`config.mk`:
```
export PLATFORM = sky130hd
export DESIGN_NAME = alu_pipe_module
export DESIGN_NICKNAME = d
export VERILOG_FILES = /design/src/rtl/alu_pipe_module.sv
export SDC_FILE = /design/constraint.sdc
export NUM_CORES = 1
export LEC_CHECK = 0
export CAP_MARGIN = 15
export CELL_PAD_IN_SITES_DETAIL_PLACEMENT = 0
export CELL_PAD_IN_SITES_GLOBAL_PLACEMENT = 2
export CORE_MARGIN = 5
export CORE_UTILIZATION = 39
export DETAILED_ROUTE_END_ITERATION = 8
export PLACE_DENSITY_LB_ADDON = 0.1
export SLEW_MARGIN = 20
export SYNTH_ARGS = -nofsm -noshare
export SYNTH_HDL_FRONTEND = slang
export SYNTH_SLANG_ARGS = --single-unit
```
`constraint.sdc`:
```
create_clock -name i_clk -period 4.7 [get_ports i_clk]
set_input_delay 0.94 -clock i_clk [delete_from_list [all_inputs] [get_ports i_clk]]
set_output_delay 0.94 -clock i_clk [all_outputs]
set_load 0.05 [all_outputs]
```
`src/rtl/alu_pipe_module.sv`:
```
// Two-stage pipelined ALU with valid/ready handshakes on both sides.
// Optional macro ALUPIPE_STICKY_FLAGS_EN adds sticky {V, err} status and a clear opcode.
module alu_pipe_module #(
  parameter int unsigned NB_ALUPIPE_DATA  = 8,
  parameter int unsigned NB_ALUPIPE_OP    = 6,
  parameter int unsigned NB_ALUPIPE_SHAMT = $clog2(NB_ALUPIPE_DATA)
) (
  input  logic                       i_clk,
  input  logic                       i_rst_n,
  input  logic                       i_alupipe_valid,
  output logic                       o_alupipe_ready,
  input  logic [NB_ALUPIPE_DATA-1:0] i_alupipe_data_A,
  input  logic [NB_ALUPIPE_DATA-1:0] i_alupipe_data_B,
  input  logic [NB_ALUPIPE_OP-1:0]   i_alupipe_OP,
  output logic                       o_alupipe_valid,
  input  logic                       i_alupipe_ready,
  output logic [NB_ALUPIPE_DATA-1:0] o_alupipe_data_RES,
  output logic [3:0]                 o_alupipe_flags,
  output logic                       o_alupipe_err
`ifdef ALUPIPE_STICKY_FLAGS_EN
  ,
  output logic [1:0]                 o_alupipe_sticky
`endif
);

  localparam int unsigned MSB = NB_ALUPIPE_DATA - 1;

  localparam logic [NB_ALUPIPE_OP-1:0] OP_ADD = NB_ALUPIPE_OP'(6'b100000);
  localparam logic [NB_ALUPIPE_OP-1:0] OP_SUB = NB_ALUPIPE_OP'(6'b100010);
  localparam logic [NB_ALUPIPE_OP-1:0] OP_AND = NB_ALUPIPE_OP'(6'b100100);
  localparam logic [NB_ALUPIPE_OP-1:0] OP_OR  = NB_ALUPIPE_OP'(6'b100101);
  localparam logic [NB_ALUPIPE_OP-1:0] OP_XOR = NB_ALUPIPE_OP'(6'b100110);
  localparam logic [NB_ALUPIPE_OP-1:0] OP_NOR = NB_ALUPIPE_OP'(6'b100111);
  localparam logic [NB_ALUPIPE_OP-1:0] OP_SRA = NB_ALUPIPE_OP'(6'b000011);
  localparam logic [NB_ALUPIPE_OP-1:0] OP_SRL = NB_ALUPIPE_OP'(6'b000010);
  localparam logic [NB_ALUPIPE_OP-1:0] OP_SLL = NB_ALUPIPE_OP'(6'b000000);
  localparam logic [NB_ALUPIPE_OP-1:0] OP_SLT = NB_ALUPIPE_OP'(6'b101010);
`ifdef ALUPIPE_STICKY_FLAGS_EN
  localparam logic [NB_ALUPIPE_OP-1:0] OP_CLR = NB_ALUPIPE_OP'(6'b111111);
`endif

  // Stage 1 registers
  logic                       s1_valid_q, s1_valid_d;
  logic [NB_ALUPIPE_DATA-1:0] a_q, a_d;
  logic [NB_ALUPIPE_DATA-1:0] b_q, b_d;
  logic [NB_ALUPIPE_OP-1:0]   op_q, op_d;

  // Stage 2 registers
  logic                       s2_valid_q, s2_valid_d;
  logic [NB_ALUPIPE_DATA-1:0] res_q, res_d;
  logic [3:0]                 flags_q, flags_d;
  logic                       err_q, err_d;

  logic s1_adv, s2_adv, in_hs;

  logic [NB_ALUPIPE_DATA:0]    add_w, sub_w;
  logic [NB_ALUPIPE_SHAMT-1:0] shamt;
  logic [NB_ALUPIPE_DATA-1:0]  res_c;
  logic [3:0]                  flags_c;
  logic                        carry_c, ovf_c, err_c;

  // Handshake / advance logic
  always_comb begin : adv_logic
    s2_adv          = !s2_valid_q || i_alupipe_ready;
    s1_adv          = !s1_valid_q || s2_adv;
    in_hs           = i_alupipe_valid && s1_adv;
    o_alupipe_ready = s1_adv;
  end

  // ALU datapath evaluated on the stage-1 operands
  always_comb begin : alu_calc
    add_w   = {1'b0, a_q} + {1'b0, b_q};
    sub_w   = {1'b0, a_q} - {1'b0, b_q};
    shamt   = b_q[NB_ALUPIPE_SHAMT-1:0];
    res_c   = '0;
    carry_c = 1'b0;
    ovf_c   = 1'b0;
    err_c   = 1'b0;
    case (op_q)
      OP_ADD: begin
        res_c   = add_w[MSB:0];
        carry_c = add_w[NB_ALUPIPE_DATA];
        ovf_c   = (a_q[MSB] == b_q[MSB]) && (add_w[MSB] != a_q[MSB]);
      end
      OP_SUB: begin
        res_c   = sub_w[MSB:0];
        carry_c = sub_w[NB_ALUPIPE_DATA];
        ovf_c   = (a_q[MSB] != b_q[MSB]) && (sub_w[MSB] != a_q[MSB]);
      end
      OP_AND: res_c = a_q & b_q;
      OP_OR:  res_c = a_q | b_q;
      OP_XOR: res_c = a_q ^ b_q;
      OP_NOR: res_c = ~(a_q | b_q);
      OP_SRA: res_c = $unsigned($signed(a_q) >>> shamt);
      OP_SRL: res_c = a_q >> shamt;
      OP_SLL: res_c = a_q << shamt;
      OP_SLT: res_c = {{(NB_ALUPIPE_DATA-1){1'b0}}, ($signed(a_q) < $signed(b_q))};
`ifdef ALUPIPE_STICKY_FLAGS_EN
      OP_CLR: res_c = '0;
`endif
      default: err_c = 1'b1;
    endcase
    flags_c = {res_c[MSB], (res_c == '0), carry_c, ovf_c};
`ifdef ALUPIPE_STICKY_FLAGS_EN
    // The clear op reports all-zero flags, including Z
    if (op_q == OP_CLR) flags_c = '0;
`endif
  end

  always_comb begin : next_state
    s1_valid_d = s1_valid_q;
    a_d        = a_q;
    b_d        = b_q;
    op_d       = op_q;
    s2_valid_d = s2_valid_q;
    res_d      = res_q;
    flags_d    = flags_q;
    err_d      = err_q;
    if (s1_adv) s1_valid_d = i_alupipe_valid;
    if (in_hs) begin
      a_d  = i_alupipe_data_A;
      b_d  = i_alupipe_data_B;
      op_d = i_alupipe_OP;
    end
    // Result registers only change when a new transaction moves into stage 2
    if (s2_adv) begin
      s2_valid_d = s1_valid_q;
      if (s1_valid_q) begin
        res_d   = res_c;
        flags_d = flags_c;
        err_d   = err_c;
      end
    end
  end

  always_ff @(posedge i_clk or negedge i_rst_n) begin : pipe_regs
    if (!i_rst_n) begin
      s1_valid_q <= 1'b0;
      a_q        <= '0;
      b_q        <= '0;
      op_q       <= '0;
      s2_valid_q <= 1'b0;
      res_q      <= '0;
      flags_q    <= '0;
      err_q      <= 1'b0;
    end else begin
      s1_valid_q <= s1_valid_d;
      a_q        <= a_d;
      b_q        <= b_d;
      op_q       <= op_d;
      s2_valid_q <= s2_valid_d;
      res_q      <= res_d;
      flags_q    <= flags_d;
      err_q      <= err_d;
    end
  end

  assign o_alupipe_valid    = s2_valid_q;
  assign o_alupipe_data_RES = res_q;
  assign o_alupipe_flags    = flags_q;
  assign o_alupipe_err      = err_q;

`ifdef ALUPIPE_STICKY_FLAGS_EN
  logic       out_hs;
  logic [1:0] sticky_q, sticky_d;

  // A clear op accepted this cycle wins over a result leaving in the same cycle
  always_comb begin : sticky_next
    out_hs   = s2_valid_q && i_alupipe_ready;
    sticky_d = sticky_q;
    if (in_hs && (i_alupipe_OP == OP_CLR)) sticky_d = '0;
    else if (out_hs)                       sticky_d = sticky_q | {flags_q[0], err_q};
  end

  always_ff @(posedge i_clk or negedge i_rst_n) begin : sticky_reg
    if (!i_rst_n) sticky_q <= '0;
    else          sticky_q <= sticky_d;
  end

  assign o_alupipe_sticky = sticky_q;
`endif

endmodule

```
# ---- After elaboration in Yosys (flattened, before gate mapping)
# Index checks and enable logic that the tools add are counted.
dict set report op_classes {
  n_addsub 2
  n_lt_le_gt_ge 1
  eq_ne 13
  n_mux 4
  shift 3
  reduce_logical 11
  n_bitwise 4
}
# operator count
set ops {}
lappend ops {{$pmux W8 S10} 1}
lappend ops {{$eq A6 B6 Y1 const B} 7}
lappend ops {{$eq A6 B2 Y1 const B} 2}
lappend ops {{$reduce_or A10 Y1} 1}
lappend ops {{$add A8 B8 Y9} 1}
lappend ops {{$sub A8 B8 Y9} 1}
lappend ops {{$and A8 B8 Y8} 1}
lappend ops {{$logic_not A8 Y1} 1}
lappend ops {{$lt A8 B8 Y1} 1}
lappend ops {{$not A8 Y8} 1}
lappend ops {{$or A8 B8 Y8} 1}
lappend ops {{$shl A8 B3 Y8} 1}
lappend ops {{$shr A8 B3 Y8} 1}
lappend ops {{$sshr A8 B3 Y8} 1}
lappend ops {{$xor A8 B8 Y8} 1}
lappend ops {{$logic_not A6 Y1} 1}
lappend ops {{$pmux W1 S2} 2}
lappend ops {{$logic_and A1 B1 Y1} 3}
lappend ops {{$ne A1 B1 Y1} 3}
lappend ops {{$logic_not A1 Y1} 2}
lappend ops {{$logic_or A1 B1 Y1} 2}
lappend ops {{$reduce_and A2 Y1} 1}
lappend ops {{$eq A1 B1 Y1} 1}
lappend ops {{$mux W1} 1}
dict set report totals {
  word_cells 46
  output_inout_bits 15
  ff_bits 37
}

# ---- Logic depth before layout (Yosys ltp)
# Gate-level depths: netlist (run 1).
dict set report depth {
  depth_word 4
  mapped_depth 12
}

# ---- Worst setup path after synthesis (run 1)
# Ideal clock, no wire load.
dict set report synth_path {
  kind {flip-flop to flip-flop}
  start {reg b_q[1]}
  end {reg res_q[0] (netlist: o_alupipe_data_RES[0])}
  path_stages_with_launch 13
  arrival_ns 2.566
  slack_ns 2.068
  path_cell_list {dfrtp_1 clkbuf_8 clkbuf_8 clkbuf_8 inv_1 fa_1 nand2b_1 a221oi_1 nor2b_1 nor2_1 or4b_2 nand3_1 mux2_2}
}
dict set report synth_between {
  elab_chain_cells 2
}
# element line_no
set synth_lines {}
lappend synth_lines {{start, declared} 45} ;# logic [NB_ALUPIPE_DATA-1:0] b_q, b_d;
lappend synth_lines {{start signal, assigned} 140} ;# b_q <= '0;
lappend synth_lines {{start signal, assigned} 149} ;# b_q <= b_d;
lappend synth_lines {{$lt A8 B8 Y1 (tied with other cells)} 97} ;# OP_SLT: res_c = {{(NB_ALUPIPE_DATA-1){1'b0}}, ($signed(a_q) < $signed(b_q))};
lappend synth_lines {{$pmux W8 S10 (*)} 79} ;# case (op_q)
lappend synth_lines {{end signal, assigned} 152} ;# res_q <= res_d;
lappend synth_lines {{end, declared} 50} ;# logic [NB_ALUPIPE_DATA-1:0] res_q, res_d;
# Every way passes the cells marked *; elsewhere a longest branch is shown, timed or not.
# A chain may end at the register's enable or synchronous reset.

# ---- Worst setup path after layout (run 1)
dict set report layout_path {
  start {in i_alupipe_ready}
  end {out o_alupipe_ready}
}
dict set report layout_between {
  elab_chain_cells 2
}
# element line_no
set layout_lines {}
lappend layout_lines {{start, declared} 16} ;# input logic i_alupipe_ready,
lappend layout_lines {{$logic_or A1 B1 Y1} 64} ;# s2_adv = !s2_valid_q || i_alupipe_ready;
lappend layout_lines {{$logic_or A1 B1 Y1} 65} ;# s1_adv = !s1_valid_q || s2_adv;
lappend layout_lines {{end, declared} 11} ;# output logic o_alupipe_ready,
# Every way passes these cells.

==> summary.md, run 1 <==
| Metric | Value |
|---|---|
| Worst VDD drop | `0.000132 V` |
| Top sig layer | `met4` |
| Synth Area in XOR/XNOR | `1.81%` |
| Post-Synth Simple-Gate Area | `14.3%` |
| Core Util, Final | `44.6%` |
| Seq/Total Area, Yosys | `26.5%` |
| Number of synthesized flops with an enable pin | `0` |
| Fin. max-slew vios | `0` |
| FMAX | `301 MHz` |
| Num CTS Buffers | `5` |
| Antenna cell count | `0` |
| Cts hold-fix bufs | `0` |
| CTS resizes | `0` |
| Tightest Pin Transition | `1.01 ns` |
| Area leader, netlist | `dfrtp_1` |
| Post-route minimum period | `3.32 ns` |
| DR WL met3 | `340 µm` |
| Synth Warn # | `0` |
| Gate Count Post-Synth | `354` |
| Register bit total from synthesis | `36` |
| DP HPWL | `6.67 mm` |
| Placer congestion estimate | `0.822` |
| Fin Setup TNS | `0 ns` |
| # IOs | `41` |
| CTS Buffer Depth | `2` |
| Remaining DRCs | `0` |
| Synth area leaders | `dfrtp_1 27%, ha_1 9.2%, mux2_2 8.6%` |
| Top_reg_cell synth | `dfrtp_1` |
| Clk root buf | `clkbuf_8` |
| Critical Path Fanout Max | `3` |
| Class of the worst hold path | `register to register` |
| Layout Nets | `430` |
| Post-Synth Adder-Cell Area | `10.4%` |
| RSZ-0062 raised after global routing | `no` |
| Initial core utilization | `39.5%` |
| Pre-Repair DR Iteration Count | `4` |
| CP Capture Type | `primary output` |
| Number of global-route vias before repair | `2681` |
| Die Area | `10700 µm²` |
| Die width | `103 µm` |
| Fillers | `860` |
| CTS H-tree lvls | `2` |
| Drt via density | `5.58` |
| Gr usage total | `17.7%` |
| First-pass GRT wire length | `14.6 mm` |
| M1 WL | `4.12 mm` |
| Post-CTS Setup Bufs | `0` |
| Compound-cell area share of the yosys netlist | `17.9%` |
| Final critical-path share of the clock period | `70.6%` |
| Final hold viol count | `0` |
| Vias | `2711` |
| CTS Sinks | `36` |
| WS Path Type | `input pin to primary output` |
| Final setup violating endpoints | `0` |
| FFs w/ async S/R, synth | `100%` |
| Total grt overflow | `0` |
| FP Rows | `34` |
| Largest net degree at the start of global routing | `37` |
| Unique masters post-synth | `62` |
| Wirelength, routed | `8.75 mm` |
| Arr. time, crit path | `2.38 ns` |
| Syn_nets | `407` |
| Status | `finished clean` |
| DRT antenna net count | `0` |
| P_leak | `0.00167 µW` |
| Clk slew on worst S/H paths | `0.07 ns` |
| Area of the multi-input gates | `2180 µm²` |
| Max Cap Viol | `0` |
| Clock Skew | `0.00916 ns` |
| Area of the core | `8590 µm²` |
| Largest family of logic cells by synthesized area | `multiplexers` |
| Wire length per cell | `18.0 µm` |
| Most frequent cells after synthesis | `36 x dfrtp_1, 31 x nand2_1, 26 x inv_1, 26 x mux2_2, 25 x ha_1` |
| Layout cells sized above 1 | `14.0%` |
| Pwr dens | `376 nW/µm²` |
| Syn_area_per_cell | `9.59 µm²` |
| Register area | `901 µm²` |
| Iter 0 DRT Violations | `126` |
| Die H | `103 µm` |
| Most frequent cell after synthesis | `dfrtp_1` |
| Area grow syn2layout | `13.0%` |
| Post-synthesis cell area | `3390 µm²` |
| Detail Route met2 WL | `4.19 mm` |
| Worst setup SP type | `input pin` |
| # port buffers | `40` |
| CTS tree | `built` |
| Required @ worst endpoint | `3.76 ns` |
| Initial antenna violation count | `0` |
| Slew HR | `32.7%` |
| Clk_lat worst skew | `0.29 ns` |
| Mux share of post-synthesis cell area | `19.7%` |
| Synth top area share | `26.5%` |
==> cell families after synthesis <==
family          Yosys count
compound gates           90
xor+xnor                  7
fa+ha+maj                27
buf+inv                  53
flops                    36
mux                      50
simple gates             91
==> critical path, stage by stage <==
cell             delay [ns]
clkdlybuf4s50_1        0.47
nand3b_1               0.14
clkdlybuf4s50_1        0.83
==> registers in the layout (all words and copies together), names as in the netlist <==
register / count
b_q: 8
op_q: 6
a_q: 8
o_alupipe_valid: 1
o_alupipe_flags: 3
s1_valid_q: 1
o_alupipe_err: 1
o_alupipe_data_RES: 8
==> routing by layer <==
layer  vias up  track usage, %
met3         9            2.28
li1       1333               -
met4         0            4.68
met1      1315            25.2
met5         -               0
met2        54            28.4
==> worst paths after layout <==
kind	start	endpoint	slack (ns)	cells past startpoint
min in group asynchronous	i_rst_n	a_q[2]$_DFFE_PN0P_	0.73	1
min reg2reg	o_alupipe_data_RES[4]$_DFFE_PN0P_	o_alupipe_data_RES[4]$_DFFE_PN0P_	0.48	2
max in group asynchronous	i_rst_n	o_alupipe_data_RES[0]$_DFFE_PN0P_	3.44	1
max reg2reg	b_q[1]$_DFFE_PN0P_	o_alupipe_flags[2]$_DFFE_PN0P_	1.50	9
min	o_alupipe_data_RES[4]$_DFFE_PN0P_	o_alupipe_data_RES[4]$_DFFE_PN0P_	0.48	2
max	i_alupipe_ready	o_alupipe_ready	1.38	3
==> metrics by stage <==
stage | instances | hold WS, ns | instance area, µm² | setup WS [ns] | power [µW]
2_1_floorplan | 354 | 0.471 | 3390 | 2.07 | 1000
3_3_place_gp | 478 | 0.467 | 3730 | 1.40 | 1180
3_5_place_dp | 478 | 0.474 | 3730 | 1.38 | 1180
4_1_cts | 486 | 0.491 | 3830 | 1.38 | 1460
5_1_grt | 486 | 0.514 | 3830 | 1.22 | 1560
6_report | 486 | 0.484 | 3830 | 1.38 | 1440
==> power breakdown <==
group | switching, µW | internal, µW
Clock | 118 | 158
Sequential | 106 | 360
Combinational | 387 | 315
Total | 610 | 832
==> layout by cell type, fill, tap and decap left out, types with 2 or more instances in the layout <==
| cell | Yosys | layout |
|---|---|---|
| clkdlybuf4s50_1 | 0 | 39 |
| dfrtp_1 | 36 | 36 |
| nand2_1 | 31 | 31 |
| inv_1 | 26 | 26 |
| mux2_2 | 26 | 26 |
| ha_1 | 25 | 25 |
| o21ai_0 | 22 | 22 |
| a21oi_1 | 20 | 20 |
| mux2i_1 | 15 | 15 |
| nor2_1 | 12 | 12 |
| nand2b_1 | 8 | 8 |
| nor3_1 | 8 | 8 |
| o211ai_1 | 8 | 8 |
| nand3_1 | 6 | 6 |
| mux4_1 | 6 | 6 |
| a21o_1 | 6 | 6 |
| clkbuf_8 | 9 | 5 |
| a221oi_1 | 4 | 4 |
| nor2b_1 | 4 | 4 |
| xnor2_1 | 4 | 4 |
| and2_1 | 3 | 3 |
| and3_1 | 3 | 3 |
| a211oi_1 | 3 | 3 |
| xor2_1 | 3 | 3 |
| o21a_1 | 3 | 3 |
| mux4_2 | 3 | 3 |
| buf_4 | 2 | 3 |
| nor4b_1 | 2 | 2 |
| o211a_1 | 2 | 2 |
| o2111ai_1 | 2 | 2 |
| a31oi_1 | 2 | 2 |
| o22ai_1 | 2 | 2 |
| a22oi_1 | 2 | 2 |
| nand4_1 | 2 | 2 |
| or3_1 | 2 | 2 |
| a31o_2 | 2 | 2 |
| o311ai_0 | 2 | 2 |
| fa_1 | 2 | 2 |
==> cell type report <==
| type | instances | area share [%] |
|---|---|---|
| clock buffer | 6 | 1.89 |
| timing repair buffer | 43 | 10.9 |
| tap | 108 | 3.52 |
| inverter | 26 | 2.54 |
| sequential | 36 | 23.5 |
| multi-input combinational | 265 | 56.7 |
| clock inverter | 2 | 0.914 |
No activity file was read; power rests on OpenSTA's default activity.
==> run 2, diff against run 1 <==
Settings changed: CORE_UTILIZATION 39 to 32.
Clock period 4.7 ns to 3 ns, I/O delays scaled along.
==> summary.md, run 2 (synthesized netlist as in run 1, its figures left out) <==
| Metric | Value |
|---|---|
| GR Layer Usage met1 | `22.3% (was 25.2%)` |
| Class of the worst hold path | `input pin to asynchronous set/reset pin (was register to register)` |
| Layout cells sized above 1 | `16.5% (was 14.0%)` |
| DP Area | `3840 µm² (was 3730 µm²)` |
| Clock Skew | `0.00926 ns (was 0.00916 ns)` |
| Slew HR | `43.5% (was 32.7%)` |
| Pwr dens | `588 nW/µm² (was 376 nW/µm²)` |
| Met3 GRT Util | `2.35% (was 2.28%)` |
| Psw | `993 µW (was 610 µW)` |
| Fin Setup TNS | `0 ns (unchanged)` |
| Commonest non-fill, non-tap cell in the layout | `clkdlybuf4s50_1 (unchanged)` |
| WS Path Type | `register to register (was input pin to primary output)` |
| Die H | `113 µm (was 103 µm)` |
| CTS Sinks | `36 (unchanged)` |
| FMAX | `374 MHz` |
| Arr. time, crit path | `2.92 ns (was 2.38 ns)` |
| Worst VDD drop | `0.000185 V (was 0.000132 V)` |
| Critical Path Fanout Max | `7 (was 3)` |
| Area of the core | `10300 µm² (was 8590 µm²)` |
| Clk slew on worst S/H paths | `0.09 ns (was 0.07 ns)` |
| Pre-Repair DR Iteration Count | `4 (unchanged)` |
| RSZ-0062 raised after global routing | `no (unchanged)` |
| Placer congestion estimate | `0.832 (was 0.822)` |
| # IOs | `41 (unchanged)` |
| First-pass GRT wire length | `15.8 mm (was 14.6 mm)` |
| DP HPWL | `7.46 mm (was 6.67 mm)` |
| Die width | `113 µm (was 103 µm)` |
| # port buffers | `40 (unchanged)` |
| P_int | `1330 µW (was 832 µW)` |
| Sequential fraction of design power | `29.2% (was 32.3%)` |
| Layout Nets | `439 (was 430)` |
| Die Area | `12800 µm² (was 10700 µm²)` |
| Remaining DRCs | `0 (unchanged)` |
| Largest net degree at the start of global routing | `37 (unchanged)` |
| CTS H-tree lvls | `2 (unchanged)` |
| Num CTS Buffers | `5 (unchanged)` |
| Clk_lat worst skew | `0.30 ns (was 0.29 ns)` |
| DRT antenna net count | `0 (unchanged)` |
| Final setup violating endpoints | `0 (unchanged)` |
| CTS Buffer Depth | `2 (unchanged)` |
| Number of global-route vias before repair | `2743 (was 2681)` |
| Tightest Pin Transition | `0.848 ns (was 1.01 ns)` |
| Wire length per cell | `18.3 µm (was 18.0 µm)` |
| Initial core utilization | `32.9% (was 39.5%)` |
| Gate power share | `51.6% (was 48.6%)` |
| RR Startpoint | `a_q[0]$_DFFE_PN0P_ (was b_q[1]$_DFFE_PN0P_)` |
| Fin. max-slew vios | `0 (unchanged)` |
| Final critical-path share of the clock period | `89.1%` |
| Busiest grt layer | `met2 (unchanged)` |
| Iter 0 DRT Violations | `102 (was 126)` |
| Gr usage total | `15.7% (was 17.7%)` |
| Total grt overflow | `0 (unchanged)` |
| Antenna cell count | `0 (unchanged)` |
| Drt via density | `5.15 (was 5.58)` |
| Post-route minimum period | `2.67 ns` |
| P_leak | `0.00171 µW (was 0.00167 µW)` |
| Max Cap Viol | `0 (unchanged)` |
| Placed insts | `515 (was 478)` |
| Wirelength, routed | `9.56 mm (was 8.75 mm)` |
| Crit path launch | `a_q[0]$_DFFE_PN0P_ (was i_alupipe_ready)` |
| Cell area after layout | `3950 µm² (was 3830 µm²)` |
| Status | `finished clean (unchanged)` |
| Vias | `2692 (was 2711)` |
| Worst setup SP type | `register (was input pin)` |
| Cts hold-fix bufs | `0 (unchanged)` |
| Most frequent cells in the layout | `38 x clkdlybuf4s50_1, 35 x dfrtp_1, 31 x nand2_1 (was 39 x clkdlybuf4s50_1, 36 x dfrtp_1, 31 x nand2_1)` |
| CP Capture Type | `register (was primary output)` |
| CTS tree | `built (unchanged)` |
| Initial antenna violation count | `0 (unchanged)` |
| Clk root buf | `clkbuf_8 (unchanged)` |
| Final hold viol count | `0 (unchanged)` |
| Core Util, Final | `38.2% (was 44.6%)` |
| Switching part of the total | `42.8% (was 42.3%)` |
| Required @ worst endpoint | `3.24 ns (was 3.76 ns)` |
| FP Rows | `37 (was 34)` |
| Met2 usage | `25.1% (was 28.4%)` |
| Layout Cells excl Fill | `523 (was 486)` |
| Clk pwr share | `19.2% (was 19.1%)` |
| Area grow syn2layout | `16.3% (was 13.0%)` |
## run 2: per-layer routing
layer | share of wire (%) | wire, µm | up-vias
met1 | 48 | 4610 | 1282
met3 | 2.6 | 249 | 8
li1 | - | - | 1354
met2 | 48 | 4590 | 48
met5 | 0 | 0 | -
met4 | 1.2 | 114 | 0
## run 2: cell type report
type                            instances  area, µm²
Clock buffer                            6       72.6
Clock inverter                          2       35.0
Fill cell                            1071       6370
Inverter                               26       97.6
Multi-Input combinational cell        265       2180
Sequential cell                        36        902
Tap cell                              136        170
Timing Repair Buffer                   52        495
## run 2: critical path: stages, from the launching register on
cell,delay (ns)
dfrtp_1,0.45
inv_1,0.11
ha_1,0.18
inv_1,0.06
fa_1,0.42
nand2b_1,0.15
a221oi_1,0.11
nor2b_1,0.13
nor2_1,0.08
or4b_2,0.64
nand3_1,0.15
mux2_2,0.16
## run 2: path summary, 6_finish.rpt
path / depth (start not counted) / slack, ns / end
worst max-delay path: 11 / 0.33 / o_alupipe_data_RES[0]$_DFFE_PN0P_
worst min-delay path: 1 / 0.41 / b_q[2]$_DFFE_PN0P_
worst max register to register: 11 / 0.33 / o_alupipe_data_RES[0]$_DFFE_PN0P_
worst min register to register: 2 / 0.49 / o_alupipe_flags[0]$_DFFE_PN0P_
max in group asynchronous: 1 / 2.01 / a_q[4]$_DFFE_PN0P_
min in group i_clk: 2 / 0.49 / o_alupipe_flags[0]$_DFFE_PN0P_
## run 2: through the flow
step                hold WS [ns]  setup WS (ns)  power [µW]
detailed placement         0.481          0.263        1900
finish                     0.405          0.326        2320
global route               0.496         0.0909        2510
CTS                        0.438          0.249        2350
global placement           0.470          0.353        1900
floorplan                  0.304          0.368        1570
## run 2: timing repair
| item | CTS | global route |
|---|---|---|
| gates resized for setup | 0 | 1 |
| setup buffers | 0 | 0 |
| setup endpoints to repair | 0 | 2 |
## run 2: power groups by stage
| stage | Sequential (µW) | Clock (µW) | Combinational [µW] |
|---|---|---|---|
| after floorplan | 778 | 0 | 791 |
| after global placement | 685 | 0 | 1220 |
| after detailed placement | 689 | 0 | 1210 |
| after CTS | 679 | 462 | 1210 |
| after global routing | 698 | 482 | 1330 |
| final | 677 | 446 | 1200 |
==> run 3, diff against run 2 <==
Settings changed: REMOVE_ABC_BUFFERS set to 1.
==> summary.md, run 3 (synthesized netlist as in run 1, its figures left out) <==
| Metric | Value |
|---|---|
| Status | `finished clean (unchanged)` |
| RSZ-0062 raised after global routing | `no (unchanged)` |
| Clock Skew | `0.00988 ns (was 0.00926 ns)` |
| Clk_lat worst skew | `0.29 ns (was 0.30 ns)` |
| CTS resizes | `0 (unchanged)` |
| Hold_ws | `0.398 ns (was 0.405 ns)` |
| CTS Sinks | `36 (unchanged)` |
| Initial core utilization | `32.9% (unchanged)` |
| FP Rows | `37 (unchanged)` |
| CTS Buffer Depth | `2 (unchanged)` |
| Placer congestion estimate | `0.829 (was 0.832)` |
| Commonest non-fill, non-tap cell in the layout | `clkdlybuf4s50_1 (unchanged)` |
| FMAX | `374 MHz (about the same)` |
| Worst Path Buf+Inv | `2 (unchanged)` |
| Die width | `113 µm (unchanged)` |
| Area grow syn2layout | `16.0% (was 16.3%)` |
| Fin. max-slew vios | `0 (unchanged)` |
| Antenna cell count | `0 (unchanged)` |
| M1 WL | `4.66 mm (was 4.61 mm)` |
| Pre-Repair DR Iteration Count | `6 (was 4)` |
| Critical Path Fanout Max | `7 (unchanged)` |
| Gr usage total | `16.1% (was 15.7%)` |
| CP Cell Sequence | `inv_1 -> ha_1 -> inv_1 -> fa_1 -> nand2b_1 -> a221oi_1 -> nor2b_1 -> nor2_1 -> or4b_2 -> nand3_1 -> o41ai_2 (was inv_1 -> ha_1 -> inv_1 -> fa_1 -> nand2b_1 -> a221oi_1 -> nor2b_1 -> nor2_1 -> or4b_2 -> nand3_1 -> mux2_2)` |
| CTS H-tree lvls | `2 (unchanged)` |
| Clk root buf | `clkbuf_8 (unchanged)` |
| Cts hold-fix bufs | `0 (unchanged)` |
| DP Area | `3840 µm² (about the same)` |
| Final critical-path share of the clock period | `89.0% (was 89.1%)` |
| Post-CTS Setup Bufs | `0 (unchanged)` |
| CP peak stage delay | `0.64 ns (about the same)` |
| Required @ worst endpoint | `3.17 ns (was 3.24 ns)` |
| Cell area after layout | `3940 µm² (was 3950 µm²)` |
| DR WL met3 | `273 µm (was 249 µm)` |
| Placed insts | `517 (was 515)` |
| Initial antenna violation count | `0 (unchanged)` |
| Tightest Pin Transition | `0.835 ns (was 0.848 ns)` |
| Wire length per cell | `19.1 µm (was 18.3 µm)` |
| CP Capture Type | `register (unchanged)` |
| Critical-path top delay cell | `or4b_2 (unchanged)` |
| Number of global-route vias before repair | `2849 (was 2743)` |
| Die H | `113 µm (unchanged)` |
| Final hold viol count | `0 (unchanged)` |
| Layout cells sized above 1 | `16.7% (was 16.5%)` |
| Arr. time, crit path | `2.84 ns (was 2.92 ns)` |
| Class of the worst hold path | `input pin to asynchronous set/reset pin (unchanged)` |
| Num CTS Buffers | `5 (unchanged)` |
| Vias | `2789 (was 2692)` |
| Largest net degree at the start of global routing | `37 (unchanged)` |
| Post-route minimum period | `2.67 ns (about the same)` |
| CTS tree | `built (unchanged)` |
| First-pass GRT wire length | `16.0 mm (was 15.8 mm)` |
| Worst setup SP type | `register (unchanged)` |
| P_leak | `0.00171 µW (about the same)` |
| # port buffers | `40 (unchanged)` |
| Worst VDD drop | `0.000185 V (about the same)` |
| Clk slew on worst S/H paths | `0.08 ns (was 0.09 ns)` |
| Iter 0 DRT Violations | `125 (was 102)` |
| Final setup violating endpoints | `0 (unchanged)` |
| DP HPWL | `7.84 mm (was 7.46 mm)` |
| Area of the core | `10300 µm² (unchanged)` |
| Drt via density | `5.31 (was 5.15)` |
| Fin Setup TNS | `0 ns (unchanged)` |
| Fillers | `1080 (was 1071)` |
| Total grt overflow | `0 (unchanged)` |
| DRT antenna net count | `0 (unchanged)` |
| Layout Nets | `441 (was 439)` |
| Pwr dens | `580 nW/µm² (was 588 nW/µm²)` |
| Most frequent cells in the layout | `38 x clkdlybuf4s50_1, 36 x dfrtp_1, 31 x nand2_1 (was 38 x clkdlybuf4s50_1, 35 x dfrtp_1, 31 x nand2_1)` |
| # IOs | `41 (unchanged)` |
| WS Path Type | `register to register (unchanged)` |
| Layout Cells excl Fill | `525 (was 523)` |
| Max Cap Viol | `0 (unchanged)` |
| Remaining DRCs | `0 (unchanged)` |
| Slew HR | `43.6% (was 43.5%)` |
| Top sig layer | `met4 (unchanged)` |
| Detail Route met2 WL | `4.90 mm (was 4.59 mm)` |
| Die Area | `12800 µm² (unchanged)` |
| CP most frequent cell | `inv_1 (unchanged)` |
| CP top delay family | `simple AND/OR/NAND/NOR gates (unchanged)` |
| Wirelength, routed | `10.0 mm (was 9.56 mm)` |
==> run 3: metal layers <==
layer  vias to the layer above  track usage (%)
met5                         -                0
met4                         0             4.01
met3                        18             2.46
met2                        57             26.6
met1                      1356             22.1
li1                       1358                -
==> run 3: final timing paths <==
kind	endpoint	from	slack [ns]	cells after the start
max reg2reg	o_alupipe_flags[2]$_DFFE_PN0P_	a_q[0]$_DFFE_PN0P_	0.33	11
max in group asynchronous	o_alupipe_flags[2]$_DFFE_PN0P_	i_rst_n	2.06	1
min	b_q[4]$_DFFE_PN0P_	i_rst_n	0.40	1
min reg2reg	o_alupipe_data_RES[4]$_DFFE_PN0P_	o_alupipe_data_RES[4]$_DFFE_PN0P_	0.49	2
min in group i_clk	o_alupipe_data_RES[4]$_DFFE_PN0P_	o_alupipe_data_RES[4]$_DFFE_PN0P_	0.49	2
max	o_alupipe_flags[2]$_DFFE_PN0P_	a_q[0]$_DFFE_PN0P_	0.33	11
==> run 3: worst register-to-register path, cell delays in order, from the launching register on <==
cell	delay, ns
dfrtp_1	0.45
inv_1	0.11
ha_1	0.18
inv_1	0.06
fa_1	0.42
nand2b_1	0.12
a221oi_1	0.11
nor2b_1	0.14
nor2_1	0.07
or4b_2	0.64
nand3_1	0.15
o41ai_2	0.09
==> run 3: final cells by class <==
cell class	instances	area (µm²)	area share (%)
inverters	26	97.6	2.48
clock inverters	1	7.51	0.191
multi-input cells	265	2180	55.3
clock buffers	7	86.3	2.19
flip-flops and latches	36	901	22.9
well taps	136	170	4.32
repair buffers	54	498	12.7
==> run 3: stage by stage <==
| stage | power [µW] | setup slack [ns] | utilization, % |
|---|---|---|---|
| 2_1_floorplan | 1490 | 0.262 | - |
| 3_3_place_gp | 1930 | 0.411 | 37.2 |
| 3_5_place_dp | 1920 | 0.335 | 37.2 |
| 4_1_cts | 2320 | 0.290 | 38.1 |
| 5_1_grt | 2440 | 0.0753 | 38.1 |
| 6_report | 2280 | 0.329 | 38.1 |
==> run 3: power breakdown <==
part / switching, µW / total [µW] / internal (µW) / leakage [µW]
sequential: 99.7 / 666 / 566 / 0.000434
combinational: 714 / 1230 / 519 / 0.00123
clock: 197 / 385 / 187 / 0.0000445
total: 1010 / 2280 / 1270 / 0.00171
